[src/rtl/ex_operand_stage.sv]
// ID/EX pipeline register with RAW forwarding from EX/MEM and MEM/WB,
// ALU source selection and load-use hazard detection.
module ex_operand_stage #(
    parameter int XLEN    = 32,
    parameter int RADDR_W = 5
) (
    input  logic               clk,
    input  logic               rst,
    input  logic               stall,
    input  logic               flush,
    input  logic               id_valid,
    input  logic [XLEN-1:0]    id_pc,
    input  logic [XLEN-1:0]    id_rs1_data,
    input  logic [XLEN-1:0]    id_rs2_data,
    input  logic [XLEN-1:0]    id_imm,
    input  logic [RADDR_W-1:0] id_rs1_addr,
    input  logic [RADDR_W-1:0] id_rs2_addr,
    input  logic [RADDR_W-1:0] id_rd_addr,
    input  logic [3:0]         id_alu_ctrl,
    input  logic [1:0]         id_src1_sel,
    input  logic [1:0]         id_src2_sel,
    input  logic               id_reg_write,
    input  logic               id_is_load,
    input  logic               id_is_store,
    input  logic               id_is_branch,
    input  logic               mem_reg_write,
    input  logic [RADDR_W-1:0] mem_rd_addr,
    input  logic [XLEN-1:0]    mem_fwd_data,
    input  logic               wb_reg_write,
    input  logic [RADDR_W-1:0] wb_rd_addr,
    input  logic [XLEN-1:0]    wb_data,
    output logic [XLEN-1:0]    alu_in1,
    output logic [XLEN-1:0]    alu_in2,
    output logic [3:0]         alu_ctrl,
    output logic               ex_valid,
    output logic               ex_reg_write,
    output logic               ex_is_load,
    output logic               ex_is_store,
    output logic               ex_is_branch,
    output logic [RADDR_W-1:0] ex_rd_addr,
    output logic [XLEN-1:0]    ex_pc,
    output logic [XLEN-1:0]    ex_imm,
    output logic [XLEN-1:0]    ex_store_data,
    output logic               load_use_hazard
);

    logic               valid_q, valid_d;
    logic [XLEN-1:0]    pc_q, pc_d;
    logic [XLEN-1:0]    rs1_data_q, rs1_data_d;
    logic [XLEN-1:0]    rs2_data_q, rs2_data_d;
    logic [XLEN-1:0]    imm_q, imm_d;
    logic [RADDR_W-1:0] rs1_addr_q, rs1_addr_d;
    logic [RADDR_W-1:0] rs2_addr_q, rs2_addr_d;
    logic [RADDR_W-1:0] rd_addr_q, rd_addr_d;
    logic [3:0]         alu_ctrl_q, alu_ctrl_d;
    logic [1:0]         src1_sel_q, src1_sel_d;
    logic [1:0]         src2_sel_q, src2_sel_d;
    logic               reg_write_q, reg_write_d;
    logic               is_load_q, is_load_d;
    logic               is_store_q, is_store_d;
    logic               is_branch_q, is_branch_d;

    logic [XLEN-1:0]    rs1_fwd;
    logic [XLEN-1:0]    rs2_fwd;

    // Flush, or an empty ID slot when not stalled, loads an all-zero bubble.
    always_comb begin
        valid_d     = valid_q;
        pc_d        = pc_q;
        rs1_data_d  = rs1_data_q;
        rs2_data_d  = rs2_data_q;
        imm_d       = imm_q;
        rs1_addr_d  = rs1_addr_q;
        rs2_addr_d  = rs2_addr_q;
        rd_addr_d   = rd_addr_q;
        alu_ctrl_d  = alu_ctrl_q;
        src1_sel_d  = src1_sel_q;
        src2_sel_d  = src2_sel_q;
        reg_write_d = reg_write_q;
        is_load_d   = is_load_q;
        is_store_d  = is_store_q;
        is_branch_d = is_branch_q;
        if (flush || (!stall && !id_valid)) begin
            valid_d     = 1'b0;
            pc_d        = '0;
            rs1_data_d  = '0;
            rs2_data_d  = '0;
            imm_d       = '0;
            rs1_addr_d  = '0;
            rs2_addr_d  = '0;
            rd_addr_d   = '0;
            alu_ctrl_d  = '0;
            src1_sel_d  = '0;
            src2_sel_d  = '0;
            reg_write_d = 1'b0;
            is_load_d   = 1'b0;
            is_store_d  = 1'b0;
            is_branch_d = 1'b0;
        end else if (!stall) begin
            valid_d     = 1'b1;
            pc_d        = id_pc;
            rs1_data_d  = id_rs1_data;
            rs2_data_d  = id_rs2_data;
            imm_d       = id_imm;
            rs1_addr_d  = id_rs1_addr;
            rs2_addr_d  = id_rs2_addr;
            rd_addr_d   = id_rd_addr;
            alu_ctrl_d  = id_alu_ctrl;
            src1_sel_d  = id_src1_sel;
            src2_sel_d  = id_src2_sel;
            reg_write_d = id_reg_write;
            is_load_d   = id_is_load;
            is_store_d  = id_is_store;
            is_branch_d = id_is_branch;
        end
    end

    always_ff @(posedge clk or posedge rst) begin
        if (rst) begin
            valid_q     <= 1'b0;
            pc_q        <= '0;
            rs1_data_q  <= '0;
            rs2_data_q  <= '0;
            imm_q       <= '0;
            rs1_addr_q  <= '0;
            rs2_addr_q  <= '0;
            rd_addr_q   <= '0;
            alu_ctrl_q  <= '0;
            src1_sel_q  <= '0;
            src2_sel_q  <= '0;
            reg_write_q <= 1'b0;
            is_load_q   <= 1'b0;
            is_store_q  <= 1'b0;
            is_branch_q <= 1'b0;
        end else begin
            valid_q     <= valid_d;
            pc_q        <= pc_d;
            rs1_data_q  <= rs1_data_d;
            rs2_data_q  <= rs2_data_d;
            imm_q       <= imm_d;
            rs1_addr_q  <= rs1_addr_d;
            rs2_addr_q  <= rs2_addr_d;
            rd_addr_q   <= rd_addr_d;
            alu_ctrl_q  <= alu_ctrl_d;
            src1_sel_q  <= src1_sel_d;
            src2_sel_q  <= src2_sel_d;
            reg_write_q <= reg_write_d;
            is_load_q   <= is_load_d;
            is_store_q  <= is_store_d;
            is_branch_q <= is_branch_d;
        end
    end

    // The nearer stage (EX/MEM) holds the younger result and wins; x0 never forwards.
    always_comb begin
        rs1_fwd = rs1_data_q;
        if (mem_reg_write && (mem_rd_addr != '0) && (mem_rd_addr == rs1_addr_q))
            rs1_fwd = mem_fwd_data;
        else if (wb_reg_write && (wb_rd_addr != '0) && (wb_rd_addr == rs1_addr_q))
            rs1_fwd = wb_data;

        rs2_fwd = rs2_data_q;
        if (mem_reg_write && (mem_rd_addr != '0) && (mem_rd_addr == rs2_addr_q))
            rs2_fwd = mem_fwd_data;
        else if (wb_reg_write && (wb_rd_addr != '0) && (wb_rd_addr == rs2_addr_q))
            rs2_fwd = wb_data;
    end

    always_comb begin
        case (src1_sel_q)
            2'd1:    alu_in1 = pc_q;
            2'd2:    alu_in1 = '0;
            default: alu_in1 = rs1_fwd;
        endcase
        case (src2_sel_q)
            2'd1:    alu_in2 = imm_q;
            2'd2:    alu_in2 = XLEN'(4);
            default: alu_in2 = rs2_fwd;
        endcase
    end

    assign alu_ctrl      = valid_q ? alu_ctrl_q : 4'd0;
    assign ex_valid      = valid_q;
    assign ex_reg_write  = reg_write_q;
    assign ex_is_load    = is_load_q;
    assign ex_is_store   = is_store_q;
    assign ex_is_branch  = is_branch_q;
    assign ex_rd_addr    = rd_addr_q;
    assign ex_pc         = pc_q;
    assign ex_imm        = imm_q;
    assign ex_store_data = rs2_fwd;

    // rs2 is compared even for formats without rs2: a spurious stall is harmless.
    assign load_use_hazard = valid_q && is_load_q && (rd_addr_q != '0) && id_valid &&
                             ((rd_addr_q == id_rs1_addr) || (rd_addr_q == id_rs2_addr));

endmodule
[config.mk]
export PLATFORM = sky130hd
export DESIGN_NAME = ex_operand_stage
export DESIGN_NICKNAME = d
export VERILOG_FILES = /design/src/rtl/ex_operand_stage.sv
export SDC_FILE = /design/constraint.sdc
export NUM_CORES = 1
export LEC_CHECK = 0
export CAP_MARGIN = 40
export CORE_AREA = 2 2 161 163
export CTS_BUF_LIST = sky130_fd_sc_hd__clkbuf_8
export DETAILED_ROUTE_END_ITERATION = 8
export DIE_AREA = 0 0 163 165
export DONT_BUFFER_PORTS = 1
export GPL_TIMING_DRIVEN = 0
export PLACE_DENSITY = 0.5
export SLEW_MARGIN = 20
export SYNTH_ARGS = -nofsm -noshare
export SYNTH_HDL_FRONTEND = slang
export SYNTH_SLANG_ARGS = --single-unit
[constraint.sdc]
create_clock -name clk -period 4.79 [get_ports clk]
set_clock_uncertainty 0.15 [all_clocks]
set_input_delay 0.7185 -clock clk [delete_from_list [all_inputs] [get_ports clk]]
set_output_delay 0.7185 -clock clk [all_outputs]
set_load 0.05 [all_outputs]
Yosys cells after proc, flatten, opt, wreduce, memory -nomap -nowiden
Index checks and enable logic that the tools add are counted.

word-level totals
  bits of input ports = 236
  memory bits (read-only) = 0
  output and inout port bits = 175
  register bits = 156
  RAM bits = 0
  memories kept = 0
  latch bits = 0

operators by class
  magnitude comparators = 0
  multipliers = 0
  multiplexer cells = 37
  divide/modulo/power cells = 0
  equal/unequal tests = 11
  reduce and logical (&&, ||, !) cells = 18
  bitwise logic cells = 0
  add/subtract/negate cells = 0
  shift operators = 0

operators with widths
  cell                                           count
  two-way mux 32 bit                             12
  one-hot mux 32 bit (2 select lines)            2
  == test 5 bit                                  6
  two-way mux 5 bit                              6
  nonzero test 5 bit                             3
  two-way mux 4 bit                              3
  logical AND 1 bit                              11
  two-way mux 1 bit                              10
  two-way mux 2 bit                              4
  == test 2 x 1 -> 1 bit, second input constant  2
  == test 2 bit, second input constant           2
  logical NOT 1 bit                              2
  logical OR 1 bit                               2
  != test 2 x 1 -> 1 bit, second input constant  1

Longest topological paths before layout
  word-level depth = 6
  depth in mapped cells = 7
  mapped depth without buffers = 5

Worst setup path after synthesis
OpenSTA, ideal clock, no wires.

  kind = input port to output port
  from = input port wb_rd_addr[0]
  to = output port alu_in2[24]
  data required time = 3.922 ns
  cell stages on the path = 7
  path buffers = 2
  slack = 0.750 ns
  arrival = 3.172 ns
  cells stage by stage = nor3_1 and2_1 clkbuf_1 clkbuf_1 o31ai_1 a31oi_1 a22o_1

on the way
  word-level cells in the longest chain between the ends = 6
  elaborated cells on any way between the ends = 7
  classes of those cells = 1 x eq/ne; 3 x mux; 3 x reduce/logical

ends and longest elaborated chain
  what                                   line  text
  start, declared                        30    input logic [RADDR_W-1:0] wb_rd_addr,
  nonzero test 5 bit                     165   else if (wb_reg_write && (wb_rd_addr != '0) && (wb_rd_addr == rs2_addr_q))
  logical AND 1 bit                      165
  logical AND 1 bit *                    165
  two-way mux 32 bit *                   165
  two-way mux 32 bit *                   163   if (mem_reg_write && (mem_rd_addr != '0) && (mem_rd_addr == rs2_addr_q))
  net ex_store_data[24]                  43    output logic [XLEN-1:0] ex_store_data,
  one-hot mux 32 bit (2 select lines) *  175   case (src2_sel_q)
  end, declared                          33    output logic [XLEN-1:0] alu_in2,

Mark *: on every way through the listed nets, which the timed path passes. The rest lies on a longest branch.

Worst setup path after layout
  from = register rs2_addr_q[0]
  to = output port alu_in2[16]

on the way
  word-level cells in the longest chain between the ends = 5
  elaborated cells on any way between the ends = 7
  classes of those cells = 2 x eq/ne; 3 x mux; 2 x reduce/logical

ends and longest elaborated chain
  what                                   line  text
  start, declared                        53    logic [RADDR_W-1:0] rs2_addr_q, rs2_addr_d;
  start signal, assigned                 142   rs2_addr_q <= rs2_addr_d;
  == test 5 bit                          165
  logical AND 1 bit                      165
  two-way mux 32 bit                     165
  two-way mux 32 bit *                   163
  net ex_store_data[16]                  43
  one-hot mux 32 bit (2 select lines) *  175

Marked as above.

==> reports/summary.txt <==
Static Leakage - 3.92 nW
post-route setup slack - 485 ps
number of buffers inserted by hold repair at cts - 1
Yosys cell types - 36
Area Overhead vs Synth - 15.6%
root buffer cell - sky130_fd_sc_hd__clkbuf_8
part of the total power dissipated in sequential elements - 0.486
Post-Synthesis Net Count - 1000
P_int - 1.90 mW
Setup Fix Bufs, Post-CTS - 0
number of ports placed on the die boundary - 411
Psw - 1.19 mW
netlist area before placement - 0.00823 mm^2
arrival time at the worst endpoint - 3440 ps
post-synth top area share - 0.475
proportion of synthesized chip area in sequential cells - 0.475
number of hold violations in the final report - 0
nature of the critical path startpoint - flip-flop
switching portion of total power - 0.385
Longest Clk Path Bufs - 2
wire length per cell after detailed routing - 31.2 um
clock slew at the register clock pins of the worst setup and hold paths - 120 ps
antenna diode instance count - 0
Iteration-0 DRC Markers - 480
CP Capture Type - primary output
largest fanout of any net on the critical path - 10
top cell type by total area after synthesis - sky130_fd_sc_hd__dfrtp_1
final setup violation count - 0
YS warnings - 0
most used cells in the layout excluding fill and tap cells - 186 x sky130_fd_sc_hd__a22o_1, 156 x sky130_fd_sc_hd__dfrtp_1, 68 x sky130_fd_sc_hd__clkbuf_1
clock buffer count from CTS - 17
fin crit period - 4310 ps
Worst Max-Slew Pin Slew - 874 ps
Clock H-tree levels - 4
# rows - 58
PortBufs - 0
cell count after synthesis - 761
die outline width - 163 um
worst slack after detailed placement - 632 ps
path class of the lowest-slack min-delay path - primary input to flip-flop
Synth Area per Inst - 10.8 um^2
total power density per cell area - 325 mW/mm^2
maximum achievable frequency - 232 MHz
IR Drop Worst-Case VDD - 0.184 mV
Max Slew Vio Count - 0
routed via count - 6848
global-route wire length before repair - 49200 um
kind of critical path - flip-flop to primary output
count of nets after finishing - 1045
initial antenna violation count - 1
cell types with the largest area share after synthesis - sky130_fd_sc_hd__dfrtp_1 47%, sky130_fd_sc_hd__a22o_1 20%, sky130_fd_sc_hd__mux2i_1 4.0%, sky130_fd_sc_hd__o221ai_1 3.4%, sky130_fd_sc_hd__clkbuf_1 3.1%
total overflow reported by the global router - 0
routed vias/inst - 5.96
post-route DRC violation count - 0
clock power share - 0.343
global placer's final weighted congestion - 0.949
placeable core region - 0.0250 mm^2
Vert. Die Dim - 165 um
Worst-Skew Late Latency - 470 ps
post-route clock period utilization - 0.899
CTS tree - yes
fraction of layout instances using a drive strength above 1 - 0.151
cells along the critical path - xnor2_1, and4_1, clkbuf_1, clkbuf_1, nand4_1, a31oi_2, a22o_1
critical path's most frequent cell - sky130_fd_sc_hd__clkbuf_1
largest net degree at the start of global routing - 34
starting density of the core - 0.329
tightest slew margin relative to the limit - 0.415
setup repair after global routing missed its margin - no
maxcap violations - 0
most frequent standard cell in the layout excluding fill and tap cells - sky130_fd_sc_hd__a22o_1
via count of the first global-routing pass - 6901
result of the run - complete, no violations
Gates resized, CTS repair - 0
Synth Register Bits - 156
post-route antenna net violation count - 0
proportion of power drawn by combinational gates - 0.171
HPWL Detailed - 29000 um
aggregate negative setup slack - 0 ps
number of clock sinks - 156
Overall Global Routing Usage - 0.257
slowest stage cell on the critical path - sky130_fd_sc_hd__a31oi_2
maximum cell stage delay along the critical path - 740 ps
required time at the worst-slack endpoint - 3920 ps
total die area - 0.0269 mm^2
Final Routed Wirelength - 35800 um
drt first pass iters - 4
==> power by group through the flow <==
stage          combinational [mW]  clock [mW]  sequential, mW
3_3_place_gp                0.492           0            1.53
5_1_grt                     0.564        1.14            1.51
2_1_floorplan               0.404           0            1.50
3_5_place_dp                0.531           0            1.53
4_1_cts                     0.533        1.09            1.50
6_report                    0.529        1.06            1.50
==> cells in the mapped netlist <==
cell,instances
sky130_fd_sc_hd__ha_1,3
sky130_fd_sc_hd__o31ai_1,31
sky130_fd_sc_hd__nor2b_1,3
sky130_fd_sc_hd__o221ai_1,32
sky130_fd_sc_hd__a31oi_1,12
sky130_fd_sc_hd__xnor2_1,21
sky130_fd_sc_hd__or4_1,2
sky130_fd_sc_hd__o2111ai_1,1
sky130_fd_sc_hd__and2_1,6
sky130_fd_sc_hd__nand4_1,34
sky130_fd_sc_hd__inv_1,36
sky130_fd_sc_hd__nand2b_1,1
sky130_fd_sc_hd__a22o_1,186
sky130_fd_sc_hd__nor3_1,35
sky130_fd_sc_hd__buf_8,2
sky130_fd_sc_hd__a31oi_2,20
sky130_fd_sc_hd__nand2_1,37
sky130_fd_sc_hd__o21ai_0,1
sky130_fd_sc_hd__buf_1,4
sky130_fd_sc_hd__nor2_1,3
sky130_fd_sc_hd__dfrtp_1,156
sky130_fd_sc_hd__and4_1,1
sky130_fd_sc_hd__a211o_1,1
sky130_fd_sc_hd__o211ai_1,1
sky130_fd_sc_hd__nor4_1,1
sky130_fd_sc_hd__o211ai_2,1
sky130_fd_sc_hd__xor2_1,9
sky130_fd_sc_hd__mux2i_1,33
sky130_fd_sc_hd__buf_4,2
sky130_fd_sc_hd__or2_1,1
sky130_fd_sc_hd__nand3_1,3
sky130_fd_sc_hd__clkbuf_1,68
sky130_fd_sc_hd__a21bo_2,1
sky130_fd_sc_hd__a21oi_1,3
sky130_fd_sc_hd__buf_2,9
sky130_fd_sc_hd__nor3_2,1
==> through the flow <==
step / hold WS [ps] / util / total power, mW / instances / area (um^2)
4_1_cts: 105 / 0.379 / 3.12 / 1148 / 9500
6_report: 137 / 0.380 / 3.09 / 1149 / 9510
5_1_grt: 118 / 0.380 / 3.21 / 1149 / 9510
3_5_place_dp: 335 / 0.363 / 2.06 / 1115 / 9080
3_3_place_gp: 337 / 0.345 / 2.02 / 1091 / 8640
2_1_floorplan: 315 / - / 1.91 / 761 / 8230
==> final timing paths <==
kind                               start             end  slack [ps]  cells past startpoint
setup / recovery           rs2_addr_q[0]     alu_in2[16]         480                      7
hold / removal                     flush        ex_valid         140                      1
setup reg to reg               ex_imm[1]       ex_imm[1]        3500                      1
hold reg to reg            alu_ctrl_q[1]   alu_ctrl_q[1]         370                      1
max in group asynchronous            rst  rs1_data_q[12]        3350                      4
min in group asynchronous            rst   rs2_addr_q[3]         470                      2
==> state kept, by name (all words and copies together), names as in the netlist, 2 cells and up <==
register    count
ex_imm         32
ex_pc          32
rs2_addr_q      5
alu_ctrl_q      4
rs1_data_q     32
src1_sel_q      2
src2_sel_q      2
ex_rd_addr      5
rs2_data_q     32
rs1_addr_q      5
==> critical path, delay by kind of cell, from the launching register on <==
family | cells | cell delay (ps)
xor gates and xnor gates | 1 | 200
DFF | 1 | 450
and+or+nand+nor | 2 | 410
AOI/OAI and AO/OA | 2 | 1330
buffers and inverters | 2 | 570
==> per-layer routing <==
layer	share of wire	GRT usage
met1	0.42	0.330
met3	0.081	0.0741
met2	0.46	0.413
met5	0.00036	0
met4	0.033	0.0957
==> layout make-up <==
| class | instances | area, um^2 |
|---|---|---|
| plain buffers | 85 | 360 |
| clock buffers | 17 | 234 |
| fillers | 2512 | 15500 |
| inverters | 36 | 139 |
| clock inverters | 15 | 170 |
| multi-input cells | 484 | 4010 |
| well taps | 330 | 413 |
| flip-flops and latches | 156 | 3900 |
| repair buffers | 26 | 275 |
==> kinds of logic (layout without fill, tap and decap cells) <==
logic type	Yosys count	in the layout	share of synthesized area
AO/OA/AOI/OAI	290	290	0.308
flip-flops	156	156	0.475
AND/OR/NAND/NOR	128	128	0.0805
buffers and inverters	121	179	0.0602
multiplexers	33	33	0.0402
XOR/XNOR	30	30	0.0319
adder cells (fa/ha/maj)	3	3	0.00456
(Power assumes the default switching activity.)
